<file path="config.mk">
export PLATFORM = sky130hd
export DESIGN_NAME = srl_fifo_core
export DESIGN_NICKNAME = d
export VERILOG_FILES = /design/src/rtl/srl_fifo_core.sv
export SDC_FILE = /design/constraint.sdc
export NUM_CORES = 1
export LEC_CHECK = 0
export CAP_MARGIN = 30
export CORE_UTILIZATION = 41
export CTS_CLUSTER_SIZE = 14
export DETAILED_ROUTE_END_ITERATION = 16
export PLACE_DENSITY = 0.58
export SLEW_MARGIN = 5
export SYNTH_ARGS = -nofsm -noshare
export SYNTH_HDL_FRONTEND = slang
export SYNTH_SLANG_ARGS = --single-unit
export TNS_END_PERCENT = 1
</file>
<file path="constraint.sdc">
create_clock -name clk -period 2.9 [get_ports clk]
set_input_delay 0.58 -clock clk [delete_from_list [all_inputs] [get_ports clk]]
set_output_delay 0.58 -clock clk [all_outputs]
set_load 0.02 [all_outputs]
</file>
<file path="src/rtl/srl_fifo_core.sv">
// First-word-fall-through FIFO over a shift-register array; the head word is picked
// out of the array by an occupancy-indexed mux so it is always visible on q.
module srl_fifo_core #(
    parameter int WIDTH = 4,
    parameter int DEPTH = 16,
    parameter int CNT_W = $clog2(DEPTH)
) (
    input  logic             clk,
    input  logic             rstn,
    input  logic             wr,
    input  logic [WIDTH-1:0] d,
    output logic             full,
    input  logic             rd,
    output logic [WIDTH-1:0] q,
    output logic [CNT_W:0]   item_no,
    output logic             empty
);

    logic [DEPTH-1:0][WIDTH-1:0] srl;
    logic                        wr_en;
    logic                        rd_en;
    logic [CNT_W-1:0]            rd_idx;

    assign full  = (item_no == (CNT_W+1)'(DEPTH));
    assign empty = (item_no == '0);

    // A full FIFO still takes a write when the head leaves in the same cycle.
    assign wr_en = !rstn && wr && (!full || rd);
    assign rd_en = !rstn && rd && !empty;

    // Oldest word sits at the far end of the occupied part of the shift chain.
    assign rd_idx = CNT_W'(item_no - 1'b1);
    assign q      = empty ? '0 : srl[rd_idx];

    always_ff @(posedge clk) begin
        if (wr_en)
            srl <= {srl[DEPTH-2:0], d};
    end

    always_ff @(posedge clk) begin
        if (rstn) begin
            item_no <= '0;
        end else begin
            case ({wr_en, rd_en})
                2'b10:   item_no <= item_no + 1'b1;
                2'b01:   item_no <= item_no - 1'b1;
                default: item_no <= item_no;
            endcase
        end
    end

endmodule

</file>
==> summary.md, run 1 <==
| Metric | Value |
|---|---|
| Slew HR | 77.2% |
| Post-Route Setup TNS | 0 ns |
| Hold/Removal Path Class | reg2reg |
| Largest net degree at the start of global routing | 65 |
| Count of different cell masters after synthesis | 35 |
| Mean cell area of the mapped netlist | ~16 um^2 |
| Post-DP HPWL | 3200 um |
| Nets@finish | 227 |
| Seq/Total Area, Yosys | 70.2% |
| FF-to-FF setup slack | roughly 0.53 ns |
| Ys flop type | edfxtp_1 |
| Vias in the first global route | 1675 |
| TritonCTS buffer count | 9 |
| Classification of the worst setup path | reg2out |
| Final hold violations | 0 |
| 1st-iter DRT viols | 137 |
| Final Setup Violations | 0 |
| Synth warn | 0 |
| Cells after Synth | ~180 |
| Avg Vias per Cell | 5.31 |
| Hold path start | srl[42] |
| Asr flop ratio synth | 0% |
| WP data required | 2.32 ns |
| Total track usage | 15.8% |
| CTS clk-pin slew, worst paths | 0.07 ns |
| Core area | 0.00679 mm^2 |
| R2r startpoint | item_no[2] |
| CTS tree | built |
| Startpoint Class | flop |
| Max frequency | 352 MHz |
| Synth Cell Area | 0.00288 mm^2 |
| Grt ovf | 0 |
| Routability cong. | 0.803 |
| Number of clock sinks | 69 |
| Most used cells in the layout excluding fill and tap cells | edfxtp_1 (64), nand2_1 (27), clkdlybuf4s50_1 (14), buf_4 (11), clkbuf_8 (9) |
| Die Span Y | 85.8 um |
| Clk_skew | 0.0105 ns |
| Diodes inserted | 0 |
| CP max FO | 21 |
| DR DRC count | 0 |
| Cell Pwr Density | 753 mW/mm^2 |
| Flops & latches, synth | 69 |
| First-pass DRT Iterations | 4 |
| Hold path cells | 0 |
| H-tree Lvls | 3 |
| Latest clock arrival within the worst-skew pair | 0.33 ns |
| First-pass GRT wire length | between 8000 and 9000 um |
| Setup bufs post-CTS | 0 |
| Die width | 85.8 um |
| Worst Hold Path EP | srl[46] |
| Port bufs | 18 |
| Initial Util | 42.4% |
| Die area | approximately 0.0074 mm^2 |
| Final Cycle Share | a little over nine tenths |
| Minimum clock period | 2.84 ns |
| Antenna Nets Post-Route | 0 |
| Most common cell after layout, fill and taps aside | edfxtp_1 |
| RSZ-0062 raised after global routing | yes |
| FP Rows | 30 |
| Routed vias | ~1700 |
| Outcome | complete, no violations |
| WP data arrival | around 2.3 ns |
| Max Transition Viols Final | 0 |
| Layout area overhead | 21.4% |
| Share of layout cells above drive strength 1 | ~15% |
| DR WL/cell | 16.3 um |
| Peak VDD IR | 0.407 mV |
| WL final | between 5000 and 6000 um |
| Clock Tree Root | clkbuf_8 |
| EDFF count, synth | 64 |
| Worst Tran Pin Value | ~0.34 ns |
| FF-to-FF path depth | 10 |
| Worst flop-to-flop path endpoint | item_no[3] |
| Initial antenna violation count | 0 |
| Tot Pwr | 0.00263 W |
| Leakage power | 1.30 nW |
| Critical Path End Type | output pin |
| Max-cap violations | 0 |
| Io pins | 19 |
| Syn Nets | 193 |
| Clock Path Buffers | 2 |
[layer usage]
layer	track usage (%)	vias up	share of wire, %
met2	22.7	49	47
li1	-	776	-
met4	9.39	0	1.9
met1	22.7	848	46
met5	0	-	0
met3	2.89	9	4.5
[synthesized netlist by cell type (2+ instances only)]
library cell / number / area (um^2)
xnor2_1: 3 / 26.3
a21oi_1: 7 / 35.0
dfxtp_1: 5 / 100
inv_2: 2 / 7.51
nand2_1: 27 / 101
nand3_1: 5 / 25.0
nand4b_1: 2 / 17.5
inv_1: 2 / 7.51
a22oi_1: 3 / 22.5
nor2_1: 8 / 30.0
nor2b_1: 2 / 12.5
nand4_1: 4 / 25.0
ha_1: 3 / 37.5
xor2_1: 3 / 26.3
buf_4: 2 / 15.0
o21ai_0: 2 / 10.0
buf_2: 4 / 20.0
mux4_1: 7 / 184
mux2i_1: 8 / 80.1
edfxtp_1: 64 / 1920
a41o_1: 4 / 40.0
clkbuf_1: 2 / 7.51
[cell type report]
class,instances,area (um^2)
Clock buffer,9,124
Clock inverter,7,90.1
Fill cell,582,3300
Inverter,4,15.0
Multi-Input combinational cell,100,796
Sequential cell,69,2020
Tap cell,96,120
Timing Repair Buffer,32,329
[power breakdown]
part,switching (W),internal [W],leakage (nW),total [W]
combinational,0.000348,0.000304,0.552,0.000652
clock,0.000345,0.000479,0.108,0.000825
sequential,0.0000226,0.00113,0.641,0.00116
total,0.000716,0.00192,1.30,0.00263
[metrics by stage]
stage	hold WS, ns	worst slack (ns)	instances	cell area [um^2]	utilization [%]
finish	0.440	0.0594	317	3500	51.5
global route	0.446	-0.0476	317	3500	51.5
CTS	0.441	-0.237	317	3480	51.2
detailed placement	0.430	0.143	301	3270	48.1
global placement	0.424	0.141	301	3270	48.1
floorplan	0.417	0.0253	182	2880	-
[cell families after synthesis]
| logic type | Yosys count | share of synthesized area (%) |
|---|---|---|
| AO/OA/AOI/OAI | 22 | 5.39 |
| buffers and inverters | 13 | 2.39 |
| flip-flops | 69 | 70.2 |
| XOR/XNOR | 6 | 1.83 |
| adder cells (fa/ha/maj) | 3 | 1.30 |
| multiplexers | 16 | 9.95 |
| AND/OR/NAND/NOR | 53 | 8.91 |
[flip-flops by register name (all words and copies together) (netlist names)]
name     count
srl         64
item_no      5
[how the worst max path moves through the flow]
stage	from	endpoint	slack, ns	depth (start not counted)
2_1_floorplan	item_no[0]	q[0]	0.03	10
6_report	item_no[0]	q[3]	0.06	6
3_3_place_gp	item_no[0]	q[2]	0.14	6
5_1_grt	item_no[0]	q[3]	-0.05	6
4_1_cts	item_no[0]	q[2]	-0.24	6
3_5_place_dp	item_no[1]	q[2]	0.14	8
[timing repair]
action / in CTS / in global routing
hold buffers: 0 / 0
endpoints found under the setup margin: 4 / 4
gates resized for setup: 1 / 4
[critical path, cell delays in order (launching register included)]
cell and delay (ns):
dfxtp_1 0.34, buf_4 0.31, mux4_1 0.60, nand2_1 0.08, a21oi_1 0.07, a41o_1 0.21
dlygate4sd2_1 0.32
No activity file was read; power rests on OpenSTA's default activity.
==> run 2, diff against run 1 <==
--- a/config.mk
+++ b/config.mk
@@ -6,10 +6,10 @@
 export NUM_CORES = 1
 export LEC_CHECK = 0
 export CAP_MARGIN = 30
-export CORE_UTILIZATION = 41
+export CORE_UTILIZATION = 50
 export CTS_CLUSTER_SIZE = 14
 export DETAILED_ROUTE_END_ITERATION = 16
-export PLACE_DENSITY = 0.58
+export PLACE_DENSITY = 0.68
 export SLEW_MARGIN = 5
 export SYNTH_ARGS = -nofsm -noshare
 export SYNTH_HDL_FRONTEND = slang
==> run 2 against run 1 <==
Critical endpoint is now q[0]. First-iteration DRC count fell by 23%. Final cell count fell by 6.6%. Sequential share of layout area rose by 0.62 points. Design area fell by 1.0%. Critical path type unchanged. Clock skew fell by 0.0036 ns. Highest routed layer unchanged.
==> summary.md, run 2 (synthesis gave the netlist of run 1 again) <==
| Metric | Value |
|---|---|
| Outcome | complete, no violations |
| Fill count | 437 (-25%) |
| DR DRC count | 0 (unchanged) |
| Hold_buf cts | 0 (unchanged) |
| Final Setup Violations | 0 (unchanged) |
| Routed vias | 1687 (+0.30%) |
| Io pins | 19 (unchanged) |
| Tot Pwr | 0.00258 W (-1.9%) |
| Max Transition Viols Final | 0 (unchanged) |
| Most used cells in the layout excluding fill and tap cells | edfxtp_1 (64), nand2_1 (27), clkdlybuf4s50_1 (14), buf_4 (14), clkbuf_8 (9) |
| Critical Path End Type | output pin |
| WP data arrival | 2.24 ns (-0.02 ns) |
| 1st-iter DRT viols | 106 (-23%) |
| First-pass GRT wire length | 8770 um (+3.2%) |
| Latest clock arrival within the worst-skew pair | 0.34 ns (about the same) |
| CP max FO | 6 (-71%) |
| Core area | 0.00554 mm^2 (-18%) |
| Die area | 0.00607 mm^2 (-18%) |
| Largest net degree at the start of global routing | 50 (-23%) |
| Clk_skew | 0.00684 ns (-0.00362 ns) |
| Biggest register | srl |
| Total track usage | 20.3% (+4.5 points) |
| Final Cycle Share | 97.2% (-0.78 points) |
| Most common cell after layout, fill and taps aside | edfxtp_1 |
| Classification of the worst setup path | reg2out |
| Die width | 77.9 um (-9.2%) |
| RSZ-0062 raised after global routing | no |
| WP data required | 2.32 ns (about the same) |
| Number of clock sinks | 69 (unchanged) |
| CTS clk-pin slew, worst paths | 0.07 ns (about the same) |
| Setup bufs post-CTS | 0 (unchanged) |
| Vias in the first global route | 1635 (-2.4%) |
| TritonCTS buffer count | 9 (unchanged) |
| Grt ovf | 0 (unchanged) |
| Routability cong. | 0.825 (+2.7%) |
| Cell Pwr Density | 746 mW/mm^2 (-0.94%) |
| FP Rows | 27 (-10%) |
| Max frequency | 355 MHz (+0.80%) |
| Largest regs | srl x64, item_no x5 |
| WL final | 5410 um (+4.7%) |
| Final hold violations | 0 (unchanged) |
| Fin util | 62.5% (+11 points) |
| Port bufs | 18 (unchanged) |
| Finished Layout Cells | 296 (-6.6%) |
| Leakage power | 1.25 nW (-3.6%) |
| FF-to-FF setup slack | 0.58 ns (+0.05 ns) |
| Hold Slack | 0.451 ns (+0.0108 ns) |
| Initial Util | 52.0% (+9.6 points) |
| Post-DP HPWL | 3490 um (+8.9%) |
| H-tree Lvls | 3 (unchanged) |
| Slew HR | 76.1% (-1.1 points) |
| Share of layout cells above drive strength 1 | 19.2% (+3.8 points) |
| Clock Tree Root | clkbuf_8 |
| Initial antenna violation count | 0 (unchanged) |
| Avg Vias per Cell | 5.70 (+7.4%) |
| Nets@finish | 230 (+1.3%) |
| Minimum clock period | 2.82 ns (-0.0226 ns) |
| First-pass DRT Iterations | 4 (unchanged) |
| Startpoint Class | flop |
| CTS tree | built |
| Antenna Nets Post-Route | 0 (unchanged) |
| Max reg flops | 64 (unchanged) |
| Die Span Y | 77.9 um (-9.2%) |
| DR WL/cell | 18.3 um (+12%) |
| Peak VDD IR | 0.553 mV (+36%) |
| Max-cap violations | 0 (unchanged) |
| Layout area overhead | 20.2% |
| Post-Route Setup TNS | 0 ns (unchanged) |
| Clock Path Buffers | 2 (unchanged) |
| Diodes inserted | 0 (unchanged) |
| Hold/Removal Path Class | reg2reg |
| Placed cells | 280 (-7.0%) |
| Worst Tran Pin Value | 0.358 ns (+0.0176 ns) |
## run 2: cell type report
| cell class | instances | area [um^2] | area share [%] |
|---|---|---|---|
| Inverter | 4 | 15.0 | 0.434 |
| Clock buffer | 9 | 124 | 3.58 |
| Timing Repair Buffer | 35 | 338 | 9.76 |
| Sequential cell | 69 | 2020 | 58.5 |
| Clock inverter | 7 | 66.3 | 1.92 |
| Tap cell | 72 | 90.1 | 2.60 |
| Multi-Input combinational cell | 100 | 805 | 23.2 |
## run 2: power by group
part           internal (W)  switching [W]  total (W)
Sequential          0.00113      0.0000266    0.00116
Combinational      0.000313       0.000357   0.000671
Clock              0.000390       0.000361   0.000751
## run 2: per-stage QoR
stage	instance area, um^2	setup WS (ns)
6_report	3460	0.0820
5_1_grt	3460	0.00581
4_1_cts	3470	0.0328
3_5_place_dp	3260	0.0681
3_3_place_gp	3260	0.0929
2_1_floorplan	2880	0.0253
## run 2: timing repair
item,in CTS,in global routing
endpoints found under the hold margin,0,0
gates cloned,0,0
endpoints found under the setup margin,4,4
resized for setup,8,5
## run 2: worst paths after layout
kind	from	end	depth (start not counted)
worst min register to register	srl[33]	srl[37]	0
worst max register to register	item_no[2]	item_no[3]	9
worst min-delay path	srl[33]	srl[37]	0
worst max-delay path	item_no[0]	q[0]	8
## run 2: routing by layer
layer	share of wire [%]	GRT usage, %
met1	47	28.3
met2	46	28.3
met3	5.2	6.59
met4	1.9	10.8
met5	0	0
## run 2: critical path: stages, from the launching register on
cell           delay (ns)
dfxtp_2              0.37
inv_2                0.07
ha_4                 0.30
buf_4                0.15
mux4_1               0.29
nand2_1              0.10
a21oi_1              0.07
a41o_1               0.21
dlygate4sd2_1        0.32
==> run 3, diff against run 2 <==
--- a/config.mk
+++ b/config.mk
@@ -9,6 +9,7 @@
 export CORE_UTILIZATION = 50
 export CTS_CLUSTER_SIZE = 14
 export DETAILED_ROUTE_END_ITERATION = 16
+export GPL_ROUTABILITY_DRIVEN = 0
 export PLACE_DENSITY = 0.68
 export SLEW_MARGIN = 5
 export SYNTH_ARGS = -nofsm -noshare
==> results of run 3 <==
No change in the layout: final DEF, timing and power equal those of run 2.
